## config.mk

```make
export PLATFORM = sky130hd
export DESIGN_NAME = redundant_replicator
export DESIGN_NICKNAME = d
export VERILOG_FILES = /design/src/rtl/redundant_replicator_pkg.sv /design/src/rtl/redundant_replicator.sv
export SDC_FILE = /design/constraint.sdc
export NUM_CORES = 1
export LEC_CHECK = 0
export ABC_AREA = 1
export CAP_MARGIN = 10
export CORE_MARGIN = 4
export CORE_UTILIZATION = 40
export CTS_CLUSTER_SIZE = 30
export DETAILED_ROUTE_END_ITERATION = 8
export MAX_ROUTING_LAYER = met4
export PLACE_DENSITY = 0.8
export SETUP_SLACK_MARGIN = 0.1
export SLEW_MARGIN = 20
export SYNTH_ARGS = -nofsm -noshare
export SYNTH_HDL_FRONTEND = slang
export SYNTH_SLANG_ARGS = --single-unit
```

## constraint.sdc

```tcl
create_clock -name clk_i -period 3.5 [get_ports clk_i]
set_clock_uncertainty 0.1 [all_clocks]
set_input_delay 0.35 -clock clk_i [delete_from_list [all_inputs] [get_ports clk_i]]
set_output_delay 0.35 -clock clk_i [all_outputs]
set_load 0.05 [all_outputs]
```

## src/rtl/redundant_replicator_pkg.sv

```systemverilog
// Shared types and constants for the redundant instruction replicator.
// States and the output struct live here so the instruction queue can reuse them.
package redundant_replicator_pkg;

  typedef struct packed {
    int unsigned VLEN;
  } cva6_cfg_t;

  localparam cva6_cfg_t cva6_cfg_empty = '{VLEN: 64};

  localparam int unsigned PAIR_ID_WIDTH = 3;
  localparam int unsigned MAX_VLEN      = 64;

  localparam logic [1:0] ST_EMPTY   = 2'd0;
  localparam logic [1:0] ST_PRIMARY = 2'd1;
  localparam logic [1:0] ST_SHADOW  = 2'd2;

  typedef struct packed {
    logic [31:0]              instr;
    logic [MAX_VLEN-1:0]      pc;
    logic                     shadow;
    logic                     dup;
    logic [PAIR_ID_WIDTH-1:0] pair_id;
  } replicator_out_t;

endpackage

```

## src/rtl/redundant_replicator.sv

```systemverilog
// One-entry skid stage that re-issues eligible instructions as a primary/shadow pair.
// Handshakes: a transfer happens on any cycle where valid and ready are both high.
module redundant_replicator
  import redundant_replicator_pkg::*;
#(
  parameter cva6_cfg_t   CVA6Cfg     = cva6_cfg_empty,
  parameter int unsigned PairIdWidth = PAIR_ID_WIDTH
) (
  input  logic                    clk_i,
  input  logic                    rst_i,
  input  logic                    flush_i,
  input  logic                    en_i,
  input  logic                    valid_i,
  output logic                    ready_o,
  input  logic [31:0]             instr_i,
  input  logic [CVA6Cfg.VLEN-1:0] pc_i,
  input  logic                    redundant_i,
  output logic                    valid_o,
  input  logic                    ready_i,
  output logic [31:0]             instr_o,
  output logic [CVA6Cfg.VLEN-1:0] pc_o,
  output logic                    shadow_o,
  output logic                    dup_o,
  output logic [PairIdWidth-1:0]  pair_id_o
);

  localparam int unsigned VLEN = CVA6Cfg.VLEN;

  logic [1:0]             state_q, state_d;
  logic [31:0]            instr_q, instr_d;
  logic [VLEN-1:0]        pc_q, pc_d;
  logic                   dup_q, dup_d;
  logic [PairIdWidth-1:0] pair_q, pair_d;
  logic                   dn_xfer;
  logic                   capture;

  // ready_o must never look at valid_i, so it is built from state, dup and ready_i only.
  always_comb begin
    ready_o = 1'b1;
    case (state_q)
      ST_EMPTY:   ready_o = 1'b1;
      ST_PRIMARY: ready_o = ready_i & ~dup_q;
      ST_SHADOW:  ready_o = ready_i;
      default:    ready_o = 1'b1;
    endcase
  end

  assign valid_o = (state_q == ST_PRIMARY) || (state_q == ST_SHADOW);
  assign dn_xfer = valid_o & ready_i;
  assign capture = valid_i & ready_o & ~flush_i;

  always_comb begin
    state_d = state_q;
    instr_d = instr_q;
    pc_d    = pc_q;
    dup_d   = dup_q;
    pair_d  = pair_q;
    if (flush_i) begin
      state_d = ST_EMPTY;
    end else begin
      if (capture) begin
        instr_d = instr_i;
        pc_d    = pc_i;
        dup_d   = redundant_i & en_i;
        state_d = ST_PRIMARY;
      end else if (dn_xfer) begin
        state_d = (state_q == ST_PRIMARY && dup_q) ? ST_SHADOW : ST_EMPTY;
      end
      // The pair tag advances only once the shadow copy has actually left.
      if (dn_xfer && state_q == ST_SHADOW) begin
        pair_d = pair_q + 1'b1;
      end
    end
  end

  always_ff @(posedge clk_i or posedge rst_i) begin
    if (rst_i) begin
      state_q <= ST_EMPTY;
      instr_q <= '0;
      pc_q    <= '0;
      dup_q   <= 1'b0;
      pair_q  <= '0;
    end else begin
      state_q <= state_d;
      instr_q <= instr_d;
      pc_q    <= pc_d;
      dup_q   <= dup_d;
      pair_q  <= pair_d;
    end
  end

  assign instr_o   = instr_q;
  assign pc_o      = pc_q;
  assign shadow_o  = (state_q == ST_SHADOW);
  assign dup_o     = dup_q;
  assign pair_id_o = pair_q;

endmodule

```

== Word level (Yosys, flattened, before mapping) ==
Index checks and enable logic that the tools add are counted.

* Add/sub/neg operators: 1
* Multipliers: 0
* Div/mod/pow operators: 0
* $lt $le $gt $ge: 0
* Equality and inequality tests: 2
* Shift-type cells: 0
* Multiplexer cells: 5
* Bitwise operators: 7
* Reductions and logical operators: 6

{| class="wikitable"
|+ Operator list
! operator !! number
|-
| $mux W2 || 4
|-
| $and A1 B1 Y1 || 5
|-
| $reduce_and A2 Y1 || 2
|-
| $add A3 B1 Y3 const B || 1
|-
| $reduce_bool A3 Y1 || 1
|-
| $eq A2 B1 Y1 const B || 1
|-
| $eq A2 B2 Y1 const B || 1
|-
| $logic_and A1 B1 Y1 || 2
|-
| $not A1 Y1 || 2
|-
| $pmux W1 S2 || 1
|-
| $logic_or A1 B1 Y1 || 1
|}

* Register bits after elaboration: 102
* Bits in latches: 0
* Bits in writable memories: 0
* ROM bits: 0
* Logic and storage cells: 26
* Memories kept: 0

== Depth between registers and ports, before layout ==
Gate-level depths: netlist of the first run.

* Depth in word-level cells: 7
* Depth in mapped cells: 9

== Worst setup path after synthesis of the first run ==
OpenSTA, ideal clock, no wires.

* Path kind: flip-flop to output port
* Start point: reg state_q[0]
* End point: out ready_o
* Data arrival time: 1.583 ns
* Data required time: 3.050 ns
* Path slack: 1.467 ns
* Stages on the path, launching flop included: 6
* Path through: dfrtp_1 inv_1 ha_1 a21oi_1 nand2_2 buf_2

* Word-level cells in the longest chain between the ends: 2

{| class="wikitable"
|+ Ends and longest elaborated chain
! element !! line !! text
|-
| from (decl) || redundant_replicator.sv:29 || <nowiki>logic [1:0] state_q, state_d;</nowiki>
|-
| from (signal assigned) || redundant_replicator.sv:84 || <nowiki>state_q <= state_d;</nowiki>
|-
| $eq A2 B2 Y1 || n/a ||
|-
| via shadow_o || redundant_replicator.sv:22 || <nowiki>output logic shadow_o,</nowiki>
|-
| $pmux W1 S2 || redundant_replicator.sv:40 || <nowiki>case (state_q)</nowiki>
|-
| to (decl) || redundant_replicator.sv:14 || <nowiki>output logic ready_o,</nowiki>
|}

The timed path passes the listed nets, and every way through them passes these cells.

== Worst setup path after layout of the first run ==
* Start point: reg state_q[0]
* End point: out ready_o

* Word-level cells in the longest chain between the ends: 2

{| class="wikitable"
|+ Ends and longest elaborated chain
! element !! line
|-
| $eq A2 B2 Y1 or $eq A2 B1 Y1 (tied branches) || redundant_replicator.sv:40
|-
| $pmux W1 S2 (*) || redundant_replicator.sv:40
|}

Mark *: on every way between the ends. The rest lies on a longest branch, timed or not.

==> results_dict.tcl, run 1 <==
set metrics [dict create \
    status "finished, final reports clean" \
    initial_core_util 0.416 \
    syn_avg_cell_area_um2 9.00 \
    drive_gt1_frac 0.0383 \
    fin_crit_sh 0.835 \
    grt_util_all_layers 0.203 \
    placementRows 36 \
    cts_resized 0 \
    crit_end "ready_o" \
    critPathRequiredTime_ns 3.05 \
    yosys-top-cells-area "dfrtp_1 (62%), nand2_1 (18%), nand3_1 (12%)" \
    r2r_setup_slack_ns 0.82 \
    grt.overflow.total 0 \
    final_common_cell "clkdlybuf4s50_1" \
    synth_cell_type_count 16 \
    numCtsBuffers 9 \
    power_leakage_nw 3.14 \
    worst_setup_path_start_kind "flip-flop" \
    tns_ns 0 \
    grt_pass1_vias 3782 \
    grt_max_degree 92 \
    io_buffers 205 \
    dpl_cell_area_mm2 0.00624 \
    synth_adder_area_share 0.00914 \
    nets 754 \
    synth_warnings 0 \
    clock.fmax_ghz 0.342 \
    dieArea_mm2 0.0119 \
    synth-xor-area-share 0.00427 \
    routed_wl_um 12100 \
    crit_path_start "state_q[0]" \
    core_area_mm2 0.00986 \
    worstPathMaxFanout 47 \
    rsz0062_at_grt "no" \
    regArea_mm2 0.00255 \
    r2r_start "state_q[0]" \
    hold_path_class "flip-flop to flip-flop" \
    ant_nets 0 \
    stdcell_area_mm2 0.00649 \
    holdBufCountCts 0 \
    syn-num-nets 562 \
    arrival_ns 2.47 \
    antenna_found_initial 0 \
    clkLatencyLatePin_ns 0.35 \
    netlist_area_mm2 0.00411 \
    ys_seq_elements 102 \
    endpoint_kind "primary output" \
    cts_sinks 102 \
    hold_ws_ns 0.377 \
    p_per_area_mw_per_mm2 664 \
    synth_top_family_by_area "simple AND/OR/NAND/NOR gates" \
    viasPerCell 4.89 \
    vias 3845 \
    cts.clk_slew.worst_paths_ns 0.09 \
    cts_buffer_depth 2 \
    antenna_cells 0 \
    cts_tree "built" \
    die_w_um 109 \
    synthMuxAreaShare 0 \
    synth.yosys.seq_area_share 0.622 \
    hpwl_um 8440 \
    relSlewSlack 0.464 \
    worstReg2RegEnd "pc_o[1]" \
    drtIter0Drc 216 \
    h-tree-depth 3 \
    first_pass_iters 5 \
    fillers 819 \
    ff2ff_path_depth 9 \
    gp_congestion 0.750 \
    drc 0 \
    fin_crit_ns 2.92 \
    crit_path_cell_trace "inv_1 -> ha_1 -> a21oi_1 -> nand2_4 -> clkdlybuf4s50_1" \
    hold_viol_final 0 \
    crit_type "flip-flop to primary output" \
    fin_ws_ns 0.578 \
    syn_to_final_growth_pct 58.0 \
    synth-compound-area-share 0.00366 \
    post_cts_buffers 0 \
    fp.dieH_um 109 \
    peakVddDrop_mv 0.327 \
    syn_inst 456 \
    grt_pass1_wl_um 18700 \
    cpMaxStageDelayCell "clkdlybuf4s50_1" \
    slowest_delay_ns 0.82 \
    synth.top_cell.area_share 0.622 \
    worstMarginPinSlew_ns 0.804 \
    ioPinCount 206 \
    drv_cap 0 \
    yosys.area.top_type "dfrtp_1" \
    multiInputGateArea_mm2 0.00137 \
    final_cell_mix "clkdlybuf4s50_1 (205), nand2_1 (201), dfrtp_1 (102)" \
    routedWlPerCell_um 15.4 \
    setup_viol 0 \
    drv_slew 0 \
    root_buffer "clkbuf_8" \
    synth-simple-area-share 0.315 \
    dpl_worst_slack_ns 0.658 \
]
cell type report:
class	instances	share of cell area
Multi-Input combinational cell	314	0.211
Clock buffer	11	0.0218
Sequential cell	102	0.393
Clock inverter	5	0.0164
Inverter	10	0.00656
Tap cell	133	0.0257
Timing Repair Buffer	211	0.325
worst max-delay path, delay by kind of cell (launching register included):
kind,cells,cell delay [ns]
simple gates,1,0.33
flops,1,0.40
buf+inv,2,0.88
compound gates,1,0.21
fa+ha+maj,1,0.30
cell families after synthesis:
logic type / count (synthesis)
compound gates: 3
xor+xnor: 2
simple gates: 306
buf+inv: 40
fa+ha+maj: 3
flops: 102
registers in the layout (all words and copies together), names as in the netlist:
| signal | cells |
|---|---|
| pc_o | 64 |
| pair_id_o | 3 |
| state_q | 2 |
| instr_o | 32 |
| dup_o | 1 |
metrics by stage:
step,cells,util,total power [mW]
6_report,786,0.658,4.31
4_1_cts,786,0.657,4.35
3_5_place_dp,770,0.632,3.45
5_1_grt,786,0.658,4.50
2_1_floorplan,456,-,2.72
3_3_place_gp,770,0.632,3.41
worst min-delay path by stage:
stage	from	end	slack [ns]	cells after the start
2_1_floorplan	pc_i[18]	pc_o[18]	0.39	2
3_3_place_gp	pc_o[30]	pc_o[30]	0.35	2
3_5_place_dp	pc_o[37]	pc_o[37]	0.36	2
4_1_cts	instr_o[5]	instr_o[5]	0.38	2
5_1_grt	pair_id_o[2]	pair_id_o[2]	0.40	1
6_report	pc_o[8]	pc_o[8]	0.38	2
synth_stat cells:
master / number
buf_4: 5
nor2_1: 1
ha_1: 3
nand4_1: 1
o21ai_0: 2
nor2_4: 1
buf_2: 16
nand2_1: 201
xnor2_1: 2
nand2_4: 1
clkbuf_1: 9
nand3_1: 100
nand2_2: 1
dfrtp_1: 102
a21oi_1: 1
inv_1: 10
metal layers:
layer / GRT usage / routed length [um] / vias to the layer above
met5: - / 0 / -
met3: 0.0511 / 988 / 20
met1: 0.253 / 4840 / 1832
met2: 0.334 / 6080 / 164
met4: 0.0552 / 197 / 0
li1: - / - / 1829
power breakdown:
group          switching [mW]  leakage, nW  total [mW]  internal, mW
Combinational            1.26         1.74        1.87         0.611
Clock                   0.397        0.120       0.893         0.497
Sequential              0.131         1.27        1.55          1.41
Total                    1.79         3.14        4.31          2.52
Power figures use the tool's default switching activity.
==> inputs of run 2 (changes only) <==
==> constraint.sdc (replaced) <==
create_clock -name clk_i -period 3.03 [get_ports clk_i]
set_clock_uncertainty 0.1 [all_clocks]
set_input_delay 0.303 -clock clk_i [delete_from_list [all_inputs] [get_ports clk_i]]
set_output_delay 0.303 -clock clk_i [all_outputs]
set_load 0.05 [all_outputs]
==> run 2 against run 1 <==
  * Clock power shrank 18%
  * Largest cell class unchanged
  * First-iteration DRC count grew 24%
  * Critical path depth shrank 1
  * Sequential cell count is the same
  * Cell count shrank 0.38%
  * Routed wire length shrank 3.6%
  * Sequential power grew 15%
  * Sequential share of layout area grew 0.41 points
  * Register-to-register slack lost 0.15 ns
==> results_dict.tcl, run 2 (same netlist as run 1, synthesis figures left out) <==
set metrics [dict create \
    gp_congestion 0.804 \
    clkLatencyLatePin_ns 0.35 \
    worst_setup_path_start_kind "flip-flop" \
    die_w_um 109 \
    numCtsBuffers 9 \
    placementRows 36 \
    routedWlPerCell_um 14.9 \
    arrival_ns 2.02 \
    drv_slew 0 \
    slowest_delay_ns 0.82 \
    holdBufCountCts 0 \
    cts_sinks 102 \
    comb_power_share 0.461 \
    power_leakage_nw 3.11 \
    worstMarginPinSlew_ns 0.540 \
    crit_top_cell "inv_1" \
    cts.clk_slew.worst_paths_ns 0.08 \
    fp.dieH_um 109 \
    power_mw 4.68 \
    hold_path_class "input pin to async pin" \
    drv_cap 0 \
    power.share.clock 0.157 \
    syn_to_final_growth_pct 56.4 \
    grt_max_degree 103 \
    dpl_worst_slack_ns 0.584 \
    hold_ws_ns 0.362 \
    fin_ws_ns 0.609 \
    core_area_mm2 0.00986 \
    cts_resized 0 \
    cp_num_buf_inv 3 \
    setup_viol 0 \
    routed_wl_um 11700 \
    power_frac_seq 0.383 \
    cpMaxStageDelayCell "clkdlybuf4s50_1" \
    dieArea_mm2 0.0119 \
    crit_path_cell_trace "inv_1 -> ha_1 -> inv_1 -> clkdlybuf4s50_1" \
    antenna_found_initial 0 \
    ff2ff_path_depth 8 \
    swShare 0.432 \
    fin_crit_sh 0.799 \
    worstReg2RegEnd "instr_o[26]" \
    antenna_cells 0 \
    first_pass_iters 4 \
    cts_buffer_depth 2 \
    drive_gt1_frac 0.0338 \
    nets 753 \
    hold_viol_final 0 \
    ant_nets 0 \
    rsz0062_at_grt "no" \
    root_buffer "clkbuf_8" \
    ioPinCount 206 \
    peakVddDrop_mv 0.358 \
    io_buffers 205 \
    hpwl_um 8190 \
    relSlewSlack 0.639 \
    initial_core_util 0.416 \
    largest_reg_flops 64 \
    drc 0 \
    drtIter0Drc 268 \
    crit_type "flip-flop to primary output" \
    critPathRequiredTime_ns 2.63 \
    fin_crit_ns 2.42 \
    cts_tree "built" \
    grt.overflow.total 0 \
    post_cts_buffers 0 \
    cpLargestDelayFamily "buffers and inverters" \
    status "finished, final reports clean" \
    tns_ns 0 \
    power.switching_mw 2.02 \
    r2r_setup_slack_ns 0.67 \
    final_cell_mix "clkdlybuf4s50_1 (204), nand2_1 (201), dfrtp_1 (102)" \
    clock.fmax_ghz 0.413 \
    grt_util_all_layers 0.200 \
    worstPathMaxFanout 3 \
    grt_pass1_vias 3607 \
    vias 3758 \
    internal_power_mw 2.66 \
    endpoint_kind "primary output" \
    grt_pass1_wl_um 18200 \
    p_per_area_mw_per_mm2 729 \
    h-tree-depth 3 \
    viasPerCell 4.80 \
    r2r_start "state_q[0]" \
    final_common_cell "clkdlybuf4s50_1" \
]
-- run 2: changes by cell type in the layout (fill, tap and decap cells not counted), moves of 2 or more --
| cell | delta |
|---|---|
| buf_4 | -3 |
| clkinv_2 | +2 |
| buf_12 | +3 |
| bufinv_16 | -3 |
-- run 2: worst max path at each step --
| stage | to | cells after the start | slack (ns) | from |
|---|---|---|---|---|
| finish | valid_o | 4 | 0.61 | state_q[0] |
| global route | instr_o[12] | 8 | 0.45 | state_q[0] |
| CTS | valid_o | 4 | 0.58 | state_q[0] |
| detailed placement | instr_o[12] | 7 | 0.58 | ready_i |
| global placement | pc_o[3] | 7 | 0.70 | ready_i |
| floorplan | ready_o | 5 | 1.04 | state_q[0] |
-- run 2: layer usage --
metal	global-route usage	vias to the layer above	share of wire	routed length, um
li1	-	1827	-	-
met1	0.256	1766	0.41	4740
met2	0.318	150	0.50	5800
met3	0.0423	15	0.080	938
met4	0.0677	0	0.016	192
met5	-	-	0	0
-- run 2: worst register-to-register path: stages (launching register included) --
cell and delay [ns]:
dfrtp_1 0.39, inv_1 0.06, ha_1 0.31, a21oi_1 0.24, nand2_4 0.26, nand2_4 0.41
buf_12 0.33, nand2_1 0.13, nand2_1 0.07
-- run 2: area by class of cell --
cell class                      count  area (um^2)
Inverter                           10         41.3
Tap cell                          133          166
Fill cell                         803         3440
Sequential cell                   102         2550
Clock inverter                      2         10.0
Multi-Input combinational cell    314         1370
Timing Repair Buffer              210         2140
Clock buffer                       12          145
-- run 2: through the flow --
stage                     cells  utilization  cell area [um^2]
after CTS                   783        0.651              6420
after global placement      769        0.635              6270
after floorplan             456            -              4110
after global routing        783        0.651              6420
final                       783        0.651              6420
after detailed placement    769        0.635              6270
-- run 2: power by group through the flow --
stage	clock network (mW)	logic [mW]	registers, mW
floorplan	0	0.372	2.77
CTS	0.758	2.18	1.79
detailed placement	0	2.17	1.81
finish	0.734	2.16	1.79
global route	0.821	2.27	1.83
global placement	0	2.15	1.81
